File: src/rtl/dff_delay_line_if.sv
// Bus bundle for dff_delay_line: input word, stall/flush controls and delayed output.
// Optional par_err signal exists only when DFF_DELAY_PARITY_EN is defined.
interface dff_delay_line_if #(
   parameter int unsigned WIDTH = 8,
   parameter int unsigned DEPTH = 4
);
   localparam int unsigned CNT_W = $clog2(DEPTH + 1);

   logic             en;
   logic             flush;
   logic             d_valid;
   logic [WIDTH-1:0] d;
   logic             q_valid;
   logic [WIDTH-1:0] q;
   logic [CNT_W-1:0] occ;
`ifdef DFF_DELAY_PARITY_EN
   logic             par_err;

   modport master (
      output en, flush, d_valid, d,
      input  q_valid, q, occ, par_err
   );

   modport slave (
      input  en, flush, d_valid, d,
      output q_valid, q, occ, par_err
   );
`else
   modport master (
      output en, flush, d_valid, d,
      input  q_valid, q, occ
   );

   modport slave (
      input  en, flush, d_valid, d,
      output q_valid, q, occ
   );
`endif
endinterface

File: src/rtl/dff_delay_line.sv
// DEPTH-stage valid/data delay line with enable stall, synchronous flush and occupancy count.
// Define DFF_DELAY_PARITY_EN to add per-stage even parity and a sticky par_err output.
module dff_delay_line #(
   parameter int unsigned WIDTH = 8,
   parameter int unsigned DEPTH = 4
) (
   input logic             clk,
   input logic             rstn,
   dff_delay_line_if.slave bus
);
   localparam int unsigned CNT_W = $clog2(DEPTH + 1);

   logic [DEPTH-1:0][WIDTH-1:0] stg_data;
   logic [DEPTH-1:0][WIDTH-1:0] stg_data_nxt;
   logic [DEPTH-1:0]            stg_valid;
   logic [DEPTH-1:0]            stg_valid_nxt;
   logic [CNT_W-1:0]            occ_q;
   logic [CNT_W-1:0]            occ_nxt;
`ifdef DFF_DELAY_PARITY_EN
   logic [DEPTH-1:0]            stg_par;
   logic [DEPTH-1:0]            stg_par_nxt;
   logic                        par_err_q;
   logic                        par_err_nxt;
`endif

   // Next-state: flush beats enable, enable beats hold
   always_comb begin
      stg_data_nxt  = stg_data;
      stg_valid_nxt = stg_valid;
      occ_nxt       = occ_q;
`ifdef DFF_DELAY_PARITY_EN
      stg_par_nxt   = stg_par;
      par_err_nxt   = par_err_q;
`endif
      if (bus.flush) begin
         stg_data_nxt  = '0;
         stg_valid_nxt = '0;
         occ_nxt       = '0;
`ifdef DFF_DELAY_PARITY_EN
         stg_par_nxt   = '0;
         par_err_nxt   = 1'b0;
`endif
      end else if (bus.en) begin
         stg_data_nxt[0]  = bus.d;
         stg_valid_nxt[0] = bus.d_valid;
         for (int unsigned i = 1; i < DEPTH; i++) begin
            stg_data_nxt[i]  = stg_data[i-1];
            stg_valid_nxt[i] = stg_valid[i-1];
         end
         // Entry and exit on the same edge cancel, so the count stays in 0..DEPTH
         occ_nxt = occ_q + CNT_W'(bus.d_valid) - CNT_W'(stg_valid[DEPTH-1]);
`ifdef DFF_DELAY_PARITY_EN
         stg_par_nxt[0] = ^bus.d;
         for (int unsigned i = 1; i < DEPTH; i++) begin
            stg_par_nxt[i] = stg_par[i-1];
         end
         if (stg_valid[DEPTH-1] && ((^stg_data[DEPTH-1]) != stg_par[DEPTH-1])) begin
            par_err_nxt = 1'b1;
         end
`endif
      end
   end

   // Stage registers, cleared asynchronously
   always_ff @(posedge clk or negedge rstn) begin
      if (!rstn) begin
         stg_data  <= '0;
         stg_valid <= '0;
         occ_q     <= '0;
`ifdef DFF_DELAY_PARITY_EN
         stg_par   <= '0;
         par_err_q <= 1'b0;
`endif
      end else begin
         stg_data  <= stg_data_nxt;
         stg_valid <= stg_valid_nxt;
         occ_q     <= occ_nxt;
`ifdef DFF_DELAY_PARITY_EN
         stg_par   <= stg_par_nxt;
         par_err_q <= par_err_nxt;
`endif
      end
   end

   assign bus.q       = stg_data[DEPTH-1];
   assign bus.q_valid = stg_valid[DEPTH-1];
   assign bus.occ     = occ_q;
`ifdef DFF_DELAY_PARITY_EN
   assign bus.par_err = par_err_q;
`endif

endmodule

File: src/flat_wrapper.sv
// flat-port wrapper written by rule: the top's interface ports become plain ports
module dff_delay_line_flat 
#(
   parameter int unsigned WIDTH = 8,
   parameter int unsigned DEPTH = 4
)
  (clk, rstn, bus_en, bus_flush, bus_d_valid, bus_d, bus_q_valid, bus_q, bus_occ);
  dff_delay_line_if #(.WIDTH(WIDTH), .DEPTH(DEPTH)) bus_i ();
  input logic clk;
  input logic rstn;
  input wire logic [$bits(bus_i.en)-1:0] bus_en;
  input wire logic [$bits(bus_i.flush)-1:0] bus_flush;
  input wire logic [$bits(bus_i.d_valid)-1:0] bus_d_valid;
  input wire logic [$bits(bus_i.d)-1:0] bus_d;
  output wire logic [$bits(bus_i.q_valid)-1:0] bus_q_valid;
  output wire logic [$bits(bus_i.q)-1:0] bus_q;
  output wire logic [$bits(bus_i.occ)-1:0] bus_occ;
  assign bus_i.en = bus_en;
  assign bus_i.flush = bus_flush;
  assign bus_i.d_valid = bus_d_valid;
  assign bus_i.d = bus_d;
  assign bus_q_valid = bus_i.q_valid;
  assign bus_q = bus_i.q;
  assign bus_occ = bus_i.occ;
  dff_delay_line #(.WIDTH(WIDTH), .DEPTH(DEPTH)) u_core (.clk(clk), .rstn(rstn), .bus(bus_i));
endmodule
File: config.mk
export PLATFORM = sky130hd
export DESIGN_NAME = dff_delay_line_flat
export DESIGN_NICKNAME = d
export VERILOG_FILES = /design/src/rtl/dff_delay_line_if.sv /design/src/rtl/dff_delay_line.sv /design/src/flat_wrapper.sv
export SDC_FILE = /design/constraint.sdc
export NUM_CORES = 1
export LEC_CHECK = 0
export ABC_AREA = 0
export BUFFER_PORTS_ARGS = -buffer_cell sky130_fd_sc_hd__clkbuf_2
export CAP_MARGIN = 20
export CORE_ASPECT_RATIO = 0.7
export CORE_MARGIN = 4
export CORE_UTILIZATION = 50
export DETAILED_ROUTE_END_ITERATION = 8
export PLACE_DENSITY = 0.74
export SKIP_CTS_REPAIR_TIMING = 1
export SYNTH_ARGS = -nofsm -noshare
export SYNTH_HDL_FRONTEND = slang
export SYNTH_SLANG_ARGS = --single-unit
File: constraint.sdc
create_clock -name clk -period 1.6 [get_ports clk]
set_input_delay 0.16 -clock clk [delete_from_list [all_inputs] [get_ports clk]]
set_output_delay 0.16 -clock clk [all_outputs]
set_load 0.02 [all_outputs]
==> flow_metrics.env <==
export IMPL_grt_setup_unrepaired="true"
export IMPL_min_period_ns=1.771
export IMPL_arrival_ns=1.95
export IMPL_drive_above_1_share=0.2892
export IMPL_setup_viol=2
export IMPL_p_leak_nw=1.076
export IMPL_drt_wirelength_per_cell_microns=12.73
export IMPL_whs_ns=0.1266
export IMPL_worstPathRequired_ns=1.78
export IMPL_dr_pass1_iters=4
export IMPL_fmax_mhz=564.6
export IMPL_cp_start_kind="flop"
export IMPL_slew_headroom=0.5969
export IMPL_numCtsBuffers=5
export IMPL_drt_iter0_drc=49
export IMPL_antenna_cells=0
export IMPL_crit_fanout=2
export IMPL_clock_sinks=39
export IMPL_worstSkewPairLatency_ns=0.28
export IMPL_postRouteAntennaNets=0
export IMPL_r2r_start="u_core.stg_valid[3]"
export IMPL_clkTransAtPathRegs_ns=0.08
export IMPL_wl_mm=2.711
export IMPL_vias=1015
export IMPL_port_buffers=24
export IMPL_htree_levels=2
export IMPL_fillers=270
export IMPL_final_area_sq_um=1999
export IMPL_ys_ff_latch=39
export IMPL_cts_tree="yes"
export IMPL_timing_rr_end="u_core.bus.occ[2]"
export IMPL_io_pins=25
export IMPL_slew_violations=0
export IMPL_drc_errors=0
export IMPL_grt_pass1_wl_mm=4.781
export IMPL_synth_avg_cell_area_sq_um=12.12
export IMPL_r2r_slack_ns=-0.17
export IMPL_skew_ns=0.008896
export IMPL_row_count=17
export IMPL_post_route_period_util=1.107
export IMPL_placedInstanceArea_sq_um=1844
export IMPL_die_area_sq_um=4516
export IMPL_hold_viol=0
export IMPL_worst_slack_ns=-0.1712
export IMPL_totalPowerFinal_mw=2.048
export IMPL_cts_root_buffer="clkbuf_8"
export IMPL_synth_seq_area_share=0.5591
export IMPL_failed_checks="negative setup slack"
export IMPL_multi_input_area_sq_um=639.4
export IMPL_dpl_hpwl_mm=1.866
export IMPL_grt_usage=0.1374
export IMPL_tightest_slew_ns=0.6047
export IMPL_setup_tns_ns=-0.3176
export IMPL_grt_pass1_vias=1092
export IMPL_dp_slack_ns=-0.1983
export IMPL_yosys_warnings=0
export IMPL_status="finished with violations"
export IMPL_die_height_microns=57.44
export IMPL_whs_path_depth=3
export IMPL_die_width_microns=78.62
export IMPL_netlist_cell_type_count=15
export IMPL_start_util=0.5363
export IMPL_synthCells=144
export IMPL_syn_to_final_growth_pct=14.55
export IMPL_powerDensity_nw_per_um2=1024
export IMPL_whs_endpoint="u_core.stg_data[5]"
export IMPL_antenna_found_initial=0
export IMPL_min_path_type="in -> reg"
export IMPL_clockBufferDepth=2
export IMPL_end_kind="flop"
export IMPL_min_delay_start="bus_d[5]"
export IMPL_overflow=0
export IMPL_syn_area_sq_um=1745
export IMPL_vdd_ir_drop_max_v=0.0006002
export IMPL_r2r_worst_path_cells=8
export IMPL_seqCellArea_sq_um=978.4
export IMPL_synthesis_nets=160
export IMPL_final_nets=181
export IMPL_grt_max_degree=41
export IMPL_gp_congestion=0.7002
export IMPL_coreArea_sq_um=3254
export IMPL_drv_cap=0
export IMPL_detail_route_vias_per_cell=4.765
export IMPL_path_class="reg -> reg"
==> layout make-up <==
type | instances | area share
flip-flops and latches | 39 | 0.4894
multi-input cells | 84 | 0.3198
repair buffers | 31 | 0.09387
clock buffers | 6 | 0.04130
well taps | 47 | 0.02941
clock inverters | 2 | 0.01752
inverters | 4 | 0.008761
==> where the power goes <==
| group | switching (mW) | internal [mW] | total (mW) |
|---|---|---|---|
| clock | 0.321 | 0.504 | 0.825 |
| sequential | 0.0192 | 1.02 | 1.04 |
| combinational | 0.106 | 0.0820 | 0.188 |
| total | 0.446 | 1.60 | 2.05 |
==> metrics by stage <==
stage | cells | utilization
after global placement | 204 | 0.5667
after floorplan | 144 | -
final | 213 | 0.6144
after global routing | 213 | 0.6144
after CTS | 212 | 0.6028
after detailed placement | 204 | 0.5667
==> sequential cells by signal (all words and copies together) (netlist names) <==
signal / flops
u_core.bus.occ: 3
u_core.bus.q: 8
u_core.stg_data: 24
u_core.stg_valid: 4
==> synth_stat cells <==
cell      count  share of area
a21oi_2       1         0.0050
a31o_1        1         0.0050
buf_2         3         0.0086
buf_4         8          0.034
buf_6         1         0.0065
buf_8         4          0.034
clkbuf_1      1         0.0021
dfrtp_1      39           0.56
fa_1          1          0.011
ha_1          2          0.014
inv_1         4         0.0086
mux2i_1      38           0.22
nand2b_1      1         0.0036
nor2_1       39          0.084
xor2_1        1         0.0050
==> worst max path at each step <==
| stage | end | slack, ns | start | depth (start not counted) |
|---|---|---|---|---|
| after floorplan | u_core.bus.occ[2] | -0.19 | u_core.bus.occ[0] | 9 |
| after CTS | u_core.bus.occ[2] | -0.20 | u_core.bus.occ[0] | 9 |
| final | u_core.bus.occ[2] | -0.17 | u_core.stg_valid[3] | 8 |
| after detailed placement | u_core.bus.occ[2] | -0.20 | u_core.bus.occ[0] | 9 |
| after global routing | u_core.bus.occ[2] | -0.25 | u_core.bus.occ[0] | 9 |
| after global placement | u_core.bus.occ[2] | -0.13 | u_core.bus.occ[0] | 9 |
==> routing by layer <==
| metal | vias up | GRT usage | wire length (microns) |
|---|---|---|---|
| met5 | - | 0 | 0 |
| met4 | 0 | 0.05985 | 40 |
| met3 | 4 | 0.04259 | 91 |
| met2 | 17 | 0.2213 | 1272 |
| met1 | 496 | 0.1721 | 1306 |
| li1 | 498 | - | - |
==> critical path, cell delays in order, from the launching register on <==
cell and delay (ns):
dfrtp_2 0.43, ha_4 0.25, inv_4 0.05, ha_4 0.12
inv_2 0.03, fa_2 0.36, xor2_2 0.18, a21oi_2 0.07
a31o_1 0.18
==> kinds of logic after synthesis <==
logic type      share of synthesized area
flops                              0.5591
buf+inv                           0.09462
fa+ha+maj                         0.02580
mux                                0.2179
simple gates                      0.08746
compound gates                    0.01004
xor+xnor                         0.005019
==> cells in the final DEF (no fill, tap or decap) <==
| cell type | n |
|---|---|
| dfrtp_1 | 37 |
| clkbuf_2 | 24 |
| dfrtp_2 | 2 |
| mux2i_1 | 38 |
| fa_2 | 1 |
| nor2_1 | 39 |
| buf_4 | 5 |
| ha_4 | 2 |
| clkbuf_8 | 6 |
| nand2b_1 | 1 |
| a21oi_2 | 1 |
| clkinv_2 | 1 |
| xor2_2 | 1 |
| a31o_1 | 1 |
| buf_12 | 1 |
| inv_2 | 2 |
| inv_1 | 1 |
| bufinv_16 | 1 |
| inv_4 | 1 |
| dlygate4sd3_1 | 1 |
Note: power is estimated with default switching activity, not from simulation.
